--- config.mk ---
export PLATFORM = sky130hd
export DESIGN_NAME = rx_fifo_flat
export DESIGN_NICKNAME = d
export VERILOG_FILES = /design/src/rtl/rx_fifo_if.sv /design/src/rtl/rx_fifo.sv /design/src/flat_wrapper.sv
export SDC_FILE = /design/constraint.sdc
export NUM_CORES = 1
export LEC_CHECK = 0
export ABC_CLOCK_PERIOD_IN_PS = 3600
export CORE_MARGIN = 5
export CORE_UTILIZATION = 60
export CTS_CLUSTER_DIAMETER = 150
export DETAILED_ROUTE_END_ITERATION = 10
export GPL_ROUTABILITY_DRIVEN = 0
export PLACE_DENSITY_LB_ADDON = 0.1
export SLEW_MARGIN = 10
export SYNTH_ARGS = -nofsm -noshare
export SYNTH_HDL_FRONTEND = slang
export SYNTH_SLANG_ARGS = --single-unit
--- constraint.sdc ---
create_clock -name clk -period 3.6 [get_ports clk]
set_clock_uncertainty 0.15 [all_clocks]
set_input_delay 0.72 -clock clk [delete_from_list [all_inputs] [get_ports clk]]
set_output_delay 0.72 -clock clk [all_outputs]
set_load 0.01 [all_outputs]
--- src/rtl/rx_fifo_if.sv ---
// Bus between the UART receiver side, the FIFO and its consumer.
// The master modport is the side that feeds bytes in and pulls them out.
interface rx_fifo_if #(
   parameter int DATA_W = 8,
   parameter int DEPTH  = 16
) ();
   localparam int CW = $clog2(DEPTH) + 1;

   logic [DATA_W-1:0] rx_data;
   logic              rx_done;
   logic              rd_en;
   logic              clr_ovf;
   logic [DATA_W-1:0] rd_data;
   logic              rd_valid;
   logic              empty;
   logic              full;
   logic [CW-1:0]     count;
   logic              overflow;

   modport master (
      output rx_data, rx_done, rd_en, clr_ovf,
      input  rd_data, rd_valid, empty, full, count, overflow
   );

   modport slave (
      input  rx_data, rx_done, rd_en, clr_ovf,
      output rd_data, rd_valid, empty, full, count, overflow
   );
endinterface

--- src/rtl/rx_fifo.sv ---
// Receive FIFO behind a UART receiver: one write per rx_done rising edge,
// registered reads, a count-based empty/full, and a sticky overflow flag.
module rx_fifo #(
   parameter int DATA_W = 8,
   parameter int DEPTH  = 16
) (
   input logic      clk,
   input logic      rst,
   rx_fifo_if.slave bus
);
   localparam int AW = $clog2(DEPTH);
   localparam int CW = AW + 1;

   logic [DATA_W-1:0] mem [DEPTH];
   logic [AW-1:0]     wr_ptr;
   logic [AW-1:0]     rd_ptr;
   logic [CW-1:0]     count_q;
   logic              rx_done_q;
   logic              rd_valid_q;
   logic              overflow_q;
   logic [DATA_W-1:0] rd_data_q;

   logic empty_c;
   logic full_c;
   logic wr_evt;
   logic rd_acc;
   logic wr_acc;
   logic drop;

   // A read in the same cycle frees a slot, so a full FIFO can still take the write.
   always_comb begin
      empty_c = (count_q == '0);
      full_c  = (count_q == CW'(DEPTH));
      wr_evt  = bus.rx_done & ~rx_done_q;
      rd_acc  = bus.rd_en & ~empty_c;
      wr_acc  = wr_evt & (~full_c | rd_acc);
      drop    = wr_evt & full_c & ~rd_acc;
   end

   always_ff @(posedge clk) begin
      if (!rst && wr_acc) begin
         mem[wr_ptr] <= bus.rx_data;
      end
   end

   // rx_done_q resets high so a level held through reset is not seen as a new byte.
   always_ff @(posedge clk) begin
      if (rst) begin
         rx_done_q  <= 1'b1;
         wr_ptr     <= '0;
         rd_ptr     <= '0;
         count_q    <= '0;
         rd_valid_q <= 1'b0;
         rd_data_q  <= '0;
         overflow_q <= 1'b0;
      end else begin
         rx_done_q  <= bus.rx_done;
         rd_valid_q <= rd_acc;
         if (wr_acc) begin
            wr_ptr <= wr_ptr + AW'(1);
         end
         if (rd_acc) begin
            rd_ptr    <= rd_ptr + AW'(1);
            rd_data_q <= mem[rd_ptr];
         end
         unique case ({wr_acc, rd_acc})
            2'b10:   count_q <= count_q + CW'(1);
            2'b01:   count_q <= count_q - CW'(1);
            default: count_q <= count_q;
         endcase
         if (drop) begin
            overflow_q <= 1'b1;
         end else if (bus.clr_ovf) begin
            overflow_q <= 1'b0;
         end
      end
   end

   assign bus.rd_data  = rd_data_q;
   assign bus.rd_valid = rd_valid_q;
   assign bus.empty    = empty_c;
   assign bus.full     = full_c;
   assign bus.count    = count_q;
   assign bus.overflow = overflow_q;
endmodule

--- src/flat_wrapper.sv ---
// flat-port wrapper written by rule: the top's interface ports become plain ports
module rx_fifo_flat 
#(
   parameter int DATA_W = 8,
   parameter int DEPTH  = 16
)
  (clk, rst, bus_rx_data, bus_rx_done, bus_rd_en, bus_clr_ovf, bus_rd_data, bus_rd_valid, bus_empty, bus_full, bus_count, bus_overflow);
  rx_fifo_if #(.DATA_W(DATA_W), .DEPTH(DEPTH)) bus_i ();
  input logic clk;
  input logic rst;
  input wire logic [$bits(bus_i.rx_data)-1:0] bus_rx_data;
  input wire logic [$bits(bus_i.rx_done)-1:0] bus_rx_done;
  input wire logic [$bits(bus_i.rd_en)-1:0] bus_rd_en;
  input wire logic [$bits(bus_i.clr_ovf)-1:0] bus_clr_ovf;
  output wire logic [$bits(bus_i.rd_data)-1:0] bus_rd_data;
  output wire logic [$bits(bus_i.rd_valid)-1:0] bus_rd_valid;
  output wire logic [$bits(bus_i.empty)-1:0] bus_empty;
  output wire logic [$bits(bus_i.full)-1:0] bus_full;
  output wire logic [$bits(bus_i.count)-1:0] bus_count;
  output wire logic [$bits(bus_i.overflow)-1:0] bus_overflow;
  assign bus_i.rx_data = bus_rx_data;
  assign bus_i.rx_done = bus_rx_done;
  assign bus_i.rd_en = bus_rd_en;
  assign bus_i.clr_ovf = bus_clr_ovf;
  assign bus_rd_data = bus_i.rd_data;
  assign bus_rd_valid = bus_i.rd_valid;
  assign bus_empty = bus_i.empty;
  assign bus_full = bus_i.full;
  assign bus_count = bus_i.count;
  assign bus_overflow = bus_i.overflow;
  rx_fifo #(.DATA_W(DATA_W), .DEPTH(DEPTH)) u_core (.clk(clk), .rst(rst), .bus(bus_i));
endmodule
==> results of run 1 <==
-- final timing paths --
path                                 to  slack [ns]  cells past startpoint
setup / recovery               bus_full        0.44                      3
hold / removal    u_core.bus.rd_data[6]        0.34                      2
setup reg to reg    u_core.bus.count[4]        0.53                      8
hold reg to reg   u_core.bus.rd_data[6]        0.34                      2
-- synthesized netlist by cell type (2+ instances only) --
master    instances
nand3_1           4
nor2_1           39
mux2i_4           2
edfxtp_1        128
nand2b_1          5
buf_1             3
mux4_2           16
nand2_1           9
nor3_1           11
o22ai_1          16
or3_1             3
buf_4             2
clkbuf_1          7
mux2_4            2
a211oi_1          2
nor2b_1           4
ha_1              8
a21oi_1           3
a21o_1            2
a22o_1            7
nor4_1            8
mux2i_1          35
dfxtp_1          24
a211o_1           2
xnor2_1           5
buf_2             7
inv_1             6
nand3b_1          2
-- worst max-delay path: cells and delay by family, from the launching register on --
family,cells,cell delay [ns]
and+or+nand+nor,2,0.82
DFF,1,0.38
buffers and inverters,1,0.57
-- kinds of logic (layout without fill, tap and decap cells) --
| logic type | Yosys count | count (layout) | share of synthesized area, % |
|---|---|---|---|
| adder cells (fa/ha/maj) | 9 | 9 | 1.94 |
| flip-flops | 152 | 152 | 69.9 |
| AND/OR/NAND/NOR | 94 | 94 | 7.59 |
| buffers and inverters | 26 | 87 | 1.96 |
| AO/OA/AOI/OAI | 41 | 41 | 5.06 |
| multiplexers | 55 | 55 | 12.7 |
| XOR/XNOR | 6 | 6 | 0.850 |
-- power breakdown --
group	switching, mW	leakage [nW]	internal, mW
clock network	0.668	0.285	1.12
registers	0.0622	1.35	1.97
logic	0.525	0.737	0.470
-- layout by cell type (no fill, tap or decap), drive strengths merged, types with 4 or more instances in the layout --
| master | count |
|---|---|
| edfxtp | 128 |
| nor2 | 39 |
| mux2i | 37 |
| clkdlybuf4s50 | 29 |
| dfxtp | 24 |
| buf | 20 |
| clkbuf | 20 |
| mux4 | 16 |
| o22ai | 16 |
| nor3 | 11 |
| nand2 | 9 |
| nor4 | 8 |
| ha | 8 |
| a22o | 7 |
| inv | 7 |
| nand2b | 5 |
| xnor2 | 5 |
| nor2b | 4 |
| nand3 | 4 |
| bufinv | 4 |
| a21oi | 4 |
| clkinv | 4 |
-- metal layers --
metal  track usage (%)  routed length [um]
met1              28.3                5290
met2              33.3                6110
met3              5.33                 650
met4              6.24                 163
met5                 0                   0
-- metrics by stage --
stage | utilization [%] | cell area [sq um] | worst slack (ns) | power, mW
2_1_floorplan | - | 6190 | 0.489 | 2.75
3_3_place_gp | 65.8 | 6700 | 0.276 | 3.04
3_5_place_dp | 65.8 | 6700 | 0.159 | 3.06
4_1_cts | 71.7 | 7300 | 0.403 | 4.85
5_1_grt | 71.7 | 7300 | 0.334 | 5.02
6_report | 71.7 | 7300 | 0.439 | 4.82
-- flip-flops by register name (all words and copies together), names as in the netlist --
register and count:
u_core.bus.rd_valid 1, u_core.bus.overflow 1, u_core.bus.rd_data 8, u_core.rd_ptr 4
u_core.rx_done_q 1, u_core.wr_ptr 4, u_core.bus.count 5, u_core.mem 128
-- final cells by class --
| class | instances | share of cell area [%] |
|---|---|---|
| clock buffer | 20 | 5.83 |
| timing repair buffer | 49 | 6.03 |
| tap | 136 | 2.33 |
| clock inverter | 12 | 2.40 |
| multi-input combinational | 205 | 23.8 |
| inverter | 6 | 0.309 |
| sequential | 152 | 59.3 |
==> impl_metrics.csv, run 1 <==
group,metric,value,unit
pwr,leakage,2.37,nW
drt,via_per_inst,5.89,
run_status,status,"finished, final reports clean",
placed_design,dp_hpwl,7.72,mm
floorplan,dieArea,0.0124,sq mm
cts,cts_resized,0,
synth,synth_warnings,0,
drt,dr.pass1.iters,5,
layout,syn2layout_area_growth,18.0,%
sta,fin_crit_sh,87.8,%
sta,worst_pin_slew,0.844,ns
worst_setup_path,worstPathMaxFanout,7,
cts,cts-hold-fix-buffers,0,
sta,hold_viol,0,
cts,clockRootBuffer,"clkbuf_8",
floorplan,start_util,60.7,%
layout,ff_latch_area,0.00433,sq mm
hold_path,hold_path_class,"reg2reg",
worst_setup_path,crit_required,2.73,ns
worst_setup_path,crit_path_start,"u_core.bus.count[0]",
layout,finalNonFillerCells,580,
worst_setup_path,slowest_delay,0.65,ns
floorplan,io_pins,30,
sta,slew_viol_final,0,
global_route,grt_use_total,20.7,%
sta,tns,0,ns
hold_path,min-delay-start,"u_core.bus.rd_data[6]",
synth,synthArstFlopShare,0,%
worst_setup_path,crit_type,"reg2out",
layout,fillers,647,
cts,clkLatencyLatePin,0.52,ns
drt,num_vias,3414,
synth,yosysTopAreaCellShare,62.1,%
global_route,grt_pass1_vias,3495,
placed_design,place_inst,548,
sta,hold-worst-slack,0.343,ns
sta,max_freq,316,MHz
global_route,grt_max_degree,32,
layout,antenna_cells,0,
worst_setup_path,r2r-start,"u_core.bus.count[0]",
sta,setup_viol,0,
synth,synth-edff-count,128,
synth,synth-seq-cells,152,
floorplan,design.core.area,0.0102,sq mm
worst_setup_path,cp.arrival,2.29,ns
placed_design,io_buffers,29,
sta,finalCriticalPeriod,3.16,ns
floorplan,fp.dieH,112,um
synth,netlist_area,0.00619,sq mm
cts,clock_sinks,152,
cts,cts_tree,"built",
synth,synth_area_per_cell,16.2,sq um
worst_setup_path,worstPathCellList,"or4_4 > nor2_1 > clkdlybuf4s50_1",
drt,wl,12.2,mm
layout,multiInputGateArea,0.00174,sq mm
synth,yosysSeqAreaShare,69.9,%
synth,synthCells,383,
cts,post_cts_buffers,0,
drt,wl_per_cell,21.1,um
drt,drt-initial-drc-count,211,
synth,synth.area.top_cells,"edfxtp_1, dfxtp_1, mux4_2",
cts,clock_path_buffers,2,
synth,synth_cell_types,49,
pwr,power_per_cell_area,660,mW/mm^2
layout,drive_above_1_share,17.3,%
drt,antenna_left,0,
cts,clkTransAtPathRegs,0.06,ns
global_route,overflow,0,
floorplan,die_x,112,um
worst_setup_path,crit_slowest_cell,"or4_4",
synth,synthesis.nets,405,
layout,final_net_count,453,
job,maxCapViolations,0,
sta,relSlewSlack,43.2,%
synth,synth_top_area_cell,"edfxtp_1",
sta,rsz0062_at_grt,"false",
drt,drcViolationCount,0,
synth,synth_ff_type,"edfxtp_1",
global_route,antenna_found_initial,0,
global_route,grt_pass1_wl,19.4,mm
worst_setup_path,endpoint_kind,"output port",
worst_setup_path,start_kind,"flop",
cts,htreeDepth,4,
pwr,ir_drop,0.000592,V
floorplan,rows,37,
cts,cts-buffers-inserted,17,
Note: power is estimated with default switching activity, not from simulation.
==> run 2, diff against run 1 <==
--- a/config.mk
+++ b/config.mk
@@ -5,8 +5,7 @@
 export SDC_FILE = /design/constraint.sdc
 export NUM_CORES = 1
 export LEC_CHECK = 0
-export ABC_CLOCK_PERIOD_IN_PS = 3600
-export CORE_MARGIN = 5
+export ABC_CLOCK_PERIOD_IN_PS = 3200
 export CORE_UTILIZATION = 60
 export CTS_CLUSTER_DIAMETER = 150
 export DETAILED_ROUTE_END_ITERATION = 10
==> constraint.sdc (replaced) <==
create_clock -name clk -period 3.2 [get_ports clk]
set_clock_uncertainty 0.15 [all_clocks]
set_input_delay 0.64 -clock clk [delete_from_list [all_inputs] [get_ports clk]]
set_output_delay 0.64 -clock clk [all_outputs]
set_load 0.01 [all_outputs]
==> run 2 against run 1 <==
Net effect: first-iteration DRC count grew 53%; total power is 12% higher; core utilization grew 2.8 points; global-route usage up 4.5 points; non-clock buffer count increased by 7; final area grew 0.67%; register-to-register slack worse by 0.38 ns; critical endpoint unchanged; highest routed layer unchanged.
==> impl_metrics.csv, run 2 (synthesized netlist as in run 1, its figures left out) <==
group,metric,value,unit
global_route,grt_pass1_vias,3515,
layout,largest-register,"u_core.mem",
drt,antenna_left,0,
worst_setup_path,cp.arrival,2.29,ns
worst_setup_path,crit_slowest_cell,"or4_4",
layout,layout_common_cells,"edfxtp_1, nor2_1, mux2i_1",
cts,clock_sinks,152,
global_route,grt_pass1_wl,19.6,mm
sta,worst_pin_slew,0.789,ns
layout,postLayoutCellArea,0.00735,sq mm
global_route,grt_use_total,25.3,%
layout,antenna_cells,0,
placed_design,dpl_cell_area,0.00676,sq mm
sta,relSlewSlack,46.9,%
pwr,power_per_cell_area,732,mW/mm^2
floorplan,fp.dieH,104,um
floorplan,start_util,62.7,%
cts,cts-buffers-inserted,17,
floorplan,design.core.area,0.00986,sq mm
worst_setup_path,endpoint_kind,"output port",
cts,clkLatencyLatePin,0.54,ns
sta,rsz0062_at_grt,"false",
drt,drcViolationCount,0,
global_route,overflow,0,
cts,clkTransAtPathRegs,0.07,ns
floorplan,die_x,104,um
global_route,antenna_found_initial,0,
worst_setup_path,worstPathMaxFanout,7,
sta,hold-worst-slack,0.346,ns
global_route,grt_max_degree,33,
layout,final_net_count,460,
sta,hold_viol,0,
sta,slew_viol_final,0,
cts,cts_resized,0,
worst_setup_path,crit_type,"reg2out",
cts,clock_path_buffers,2,
worst_setup_path,worstPathCellList,"or4_4 > nor2_1 > clkdlybuf4s50_1",
pwr,leakage,2.41,nW
cts,post_cts_buffers,0,
worst_setup_path,slowest_delay,0.65,ns
cts,cts_tree,"built",
cts,cts-hold-fix-buffers,0,
floorplan,rows,36,
cts,clockRootBuffer,"clkbuf_8",
sta,fin_crit_sh,96.3,%
sta,tns,0,ns
run_status,status,"finished, final reports clean",
layout,layout_commonest_cell,"edfxtp_1",
floorplan,io_pins,30,
drt,drt-initial-drc-count,323,
worst_setup_path,crit_required,2.41,ns
placed_design,io_buffers,29,
cts,htreeDepth,4,
job,maxCapViolations,0,
worst_setup_path,start_kind,"flop",
sta,finalCriticalPeriod,3.08,ns
sta,setup_viol,0,
layout,syn2layout_area_growth,18.8,%
layout,largest_register_ffs,128,
drt,wl,12.4,mm
layout,drive_above_1_share,19.3,%
floorplan,dieArea,0.0107,sq mm
drt,num_vias,3502,
hold_path,hold_path_class,"reg2reg",
drt,via_per_inst,6.00,
sta,max_freq,325,MHz
pwr,ir_drop,0.000568,V
placed_design,dp_hpwl,7.75,mm
drt,wl_per_cell,21.2,um
drt,dr.pass1.iters,5,
-- run 2: changes by cell type in the layout (fill, tap and decap cells not counted), sizes merged --
cell | previous run | this run
inv | 7 | 16
buf | 20 | 27
bufinv | 4 | 1
clkbuf | 20 | 17
clkinvlp | 3 | 1
clkinv | 4 | 3
-- run 2: final timing paths --
kind / start / cells after the start / slack (ns) / end
min: u_core.bus.rd_data[6] / 2 / 0.35 / u_core.bus.rd_data[6]
max reg2reg: u_core.bus.count[0] / 8 / 0.15 / u_core.bus.count[4]
max: u_core.bus.count[0] / 3 / 0.12 / bus_full
min reg2reg: u_core.bus.rd_data[6] / 2 / 0.35 / u_core.bus.rd_data[6]
-- run 2: per-layer routing --
layer | vias up | wire length, um | GRT usage (%)
met2 | 127 | 6190 | 39.9
li1 | 1613 | - | -
met5 | - | 0 | 0
met1 | 1748 | 5200 | 34.0
met4 | 0 | 226 | 10.1
met3 | 14 | 742 | 6.23
-- run 2: critical path: cells and delay by family, from the launching register on --
| kind | cells | cell delay, ns |
|---|---|---|
| buffers and inverters | 1 | 0.56 |
| and+or+nand+nor | 2 | 0.82 |
| DFF | 1 | 0.39 |
-- run 2: final cells by class --
cell class	instances	area [sq um]
clock buffers	17	414
repair buffers	56	505
flip-flops and latches	152	4330
fillers	578	2520
well taps	133	166
multi-input cells	205	1740
inverters	6	22.5
clock inverters	15	174
-- run 2: power breakdown --
part | total (mW) | switching, mW | internal (mW)
registers | 2.28 | 0.0667 | 2.21
logic | 1.14 | 0.591 | 0.551
clock network | 1.96 | 0.882 | 1.08
total | 5.38 | 1.54 | 3.84
-- run 2: per-stage QoR --
step	std cells	util [%]	total power [mW]	setup WS, ns
floorplan	383	-	3.10	0.0893
global placement	552	68.5	3.44	0.0816
detailed placement	552	68.5	3.46	0.00290
CTS	584	74.5	5.41	0.101
global route	584	74.5	5.60	0.0249
finish	584	74.5	5.38	0.120
==> run 3, diff against run 2 <==
--- a/config.mk
+++ b/config.mk
@@ -6,11 +6,13 @@
 export NUM_CORES = 1
 export LEC_CHECK = 0
 export ABC_CLOCK_PERIOD_IN_PS = 3200
+export CORE_MARGIN = 2
 export CORE_UTILIZATION = 60
 export CTS_CLUSTER_DIAMETER = 150
 export DETAILED_ROUTE_END_ITERATION = 10
 export GPL_ROUTABILITY_DRIVEN = 0
 export PLACE_DENSITY_LB_ADDON = 0.1
+export SETUP_SLACK_MARGIN = 0.05
 export SLEW_MARGIN = 10
 export SYNTH_ARGS = -nofsm -noshare
 export SYNTH_HDL_FRONTEND = slang
==> run 3 against run 2 <==
Net effect: maximum frequency grew 4.0%; critical path depth is the same; sequential power barely moved; die area increased by 3.9%; clock power fell by 3%.
==> impl_metrics.csv, run 3 (synthesized netlist as in run 1, its figures left out) <==
group,metric,value,unit
pwr,power_per_cell_area,730,mW/mm^2
layout,syn2layout_area_growth,18.8,%
hold_path,hold_path_class,"reg2reg",
floorplan,start_util,60.7,%
sta,slew_viol_final,0,
worst_setup_path,worstPathCellList,"or4_4 > nor2_1 > clkdlybuf4s50_1",
layout,ff_latch_area,0.00433,sq mm
sta,max_freq,338,MHz
placed_design,dp_hpwl,7.85,mm
layout,largest-register,"u_core.mem",
sta,hold_viol,0,
sta,fin_crit_sh,92.5,%
sta,setup_slack,0.239,ns
layout,multiInputGateArea,0.00174,sq mm
sta,rsz0062_at_grt,"false",
layout,antenna_cells,0,
hold_path,min-delay-start,"u_core.bus.rd_data[2]",
worst_setup_path,crit_type,"reg2out",
floorplan,design.core.area,0.0102,sq mm
pwr,power_frac_seq,42.3,%
cts,clockRootBuffer,"clkbuf_8",
cts,clock_sinks,152,
sta,setup_viol,0,
worst_setup_path,crit_slowest_cell,"or4_4",
drt,antenna_left,0,
pwr,leakage,2.42,nW
floorplan,die_x,106,um
sta,relSlewSlack,57.6,%
drt,drt-initial-drc-count,248,
cts,cts-buffers-inserted,17,
floorplan,rows,37,
global_route,grt_pass1_wl,19.6,mm
layout,fillers,673,
drt,via_per_inst,5.97,
worst_setup_path,crit_required,2.41,ns
layout,drive_above_1_share,19.2,%
worst_setup_path,critPathBufInv,1,
cts,post_cts_buffers,0,
cts,clkLatencyLatePin,0.52,ns
worst_setup_path,endpoint_kind,"output port",
drt,wl_per_cell,21.0,um
cts,htreeDepth,4,
worst_setup_path,worstPathMaxFanout,7,
floorplan,io_pins,30,
global_route,overflow,0,
sta,worst_pin_slew,0.635,ns
worst_setup_path,r2r-start,"u_core.bus.count[0]",
worst_setup_path,slowest_delay,0.62,ns
floorplan,dieArea,0.0111,sq mm
sta,finalCriticalPeriod,2.96,ns
sta,tns,0,ns
global_route,grt_use_total,24.5,%
layout,layout_commonest_cell,"edfxtp_1",
cts,clkTransAtPathRegs,0.06,ns
layout,final_net_count,462,
pwr,switching_share,26.6,%
global_route,grt_max_degree,35,
cts,cts_tree,"built",
placed_design,pre_cts_ws,-0.0279,ns
global_route,grt_pass1_vias,3512,
pwr,p_clk_share,35.6,%
worst_setup_path,cp.arrival,2.17,ns
hold_path,hold_depth,2,
cts,clock_path_buffers,2,
hold_path,hold_end,"u_core.bus.rd_data[2]",
drt,dr.pass1.iters,5,
worst_setup_path,ff2ff_path_depth,8,
placed_design,io_buffers,29,
job,maxCapViolations,0,
drt,drcViolationCount,0,
drt,num_vias,3517,
pwr,ir_drop,0.000430,V
pwr,p_comb_share,22.0,%
run_status,status,"finished, final reports clean",
pwr,p_sw,1.43,mW
worst_setup_path,r2r_end,"u_core.bus.count[4]",
global_route,antenna_found_initial,0,
drt,wl,12.3,mm
layout,layout_common_cells,"edfxtp_1, nor2_1, mux2i_1",
worst_setup_path,crit_family,"simple AND/OR/NAND/NOR gates",
floorplan,fp.dieH,106,um
pwr,intPower,3.93,mW
worst_setup_path,start_kind,"flop",
layout,largest_register_ffs,128,
worst_setup_path,r2r_setup_slack,0.28,ns
## run 3: cell count changes in the layout (fill, tap and decap cells not counted), moves of 2 or more
cell      change
clkinv_2      +3
clkinv_4      -2
inv_4         +2
clkbuf_8      +2
inv_8         -6
buf_4         +2
clkbuf_1      +3
## run 3: tightest hold or removal path, cell delays in order, from the launching register on
cell	delay (ns)
dfxtp_1	0.31
nor2_1	0.10
nor3_1	0.05
## run 3: layout make-up
class | instances | share of cell area, %
Tap cell | 136 | 2.32
Multi-Input combinational cell | 205 | 23.7
Inverter | 6 | 0.306
Sequential cell | 152 | 58.9
Clock inverter | 10 | 1.55
Timing Repair Buffer | 58 | 7.08
Clock buffer | 22 | 6.16
## run 3: how the worst max path moves through the flow
stage	start	to	slack, ns	cells past startpoint
after detailed placement	bus_rx_done	u_core.bus.count[4]	-0.03	8
after floorplan	u_core.bus.count[0]	u_core.bus.count[4]	0.09	10
after global routing	u_core.bus.count[0]	u_core.bus.count[4]	0.1	8
final	u_core.bus.count[0]	bus_full	0.24	3
after global placement	bus_rx_done	u_core.bus.count[4]	0.08	8
after CTS	u_core.bus.count[0]	bus_full	0.22	3
## run 3: metrics by stage
step	instance area, sq um	instances	utilization (%)	hold WS (ns)	total power, mW
global placement	6780	557	66.6	0.319	3.47
global route	7350	589	72.2	0.373	5.58
detailed placement	6780	557	66.6	0.335	3.49
floorplan	6190	383	-	0.361	3.10
finish	7350	589	72.2	0.348	5.36
CTS	7350	589	72.1	0.348	5.39
## run 3: power by group through the flow
stage	registers, mW	clock network, mW	logic (mW)
after floorplan	2.33	0	0.764
after global placement	2.31	0	1.16
after detailed placement	2.31	0	1.18
after CTS	2.27	1.94	1.19
after global routing	2.28	2.01	1.29
final	2.27	1.91	1.18
## run 3: what timing repair did
item | CTS | global route
resized for setup | 0 | 1
setup endpoints to repair | 0 | 1
hold buffers | 0 | 0
## run 3: layer usage
metal / up-vias / routed length, um / GRT usage, %
li1: 1606 / - / -
met1: 1779 / 5100 / 33.4
met2: 119 / 6410 / 39.7
met3: 13 / 719 / 5.19
met4: 0 / 115 / 8.18
met5: - / 0 / 0
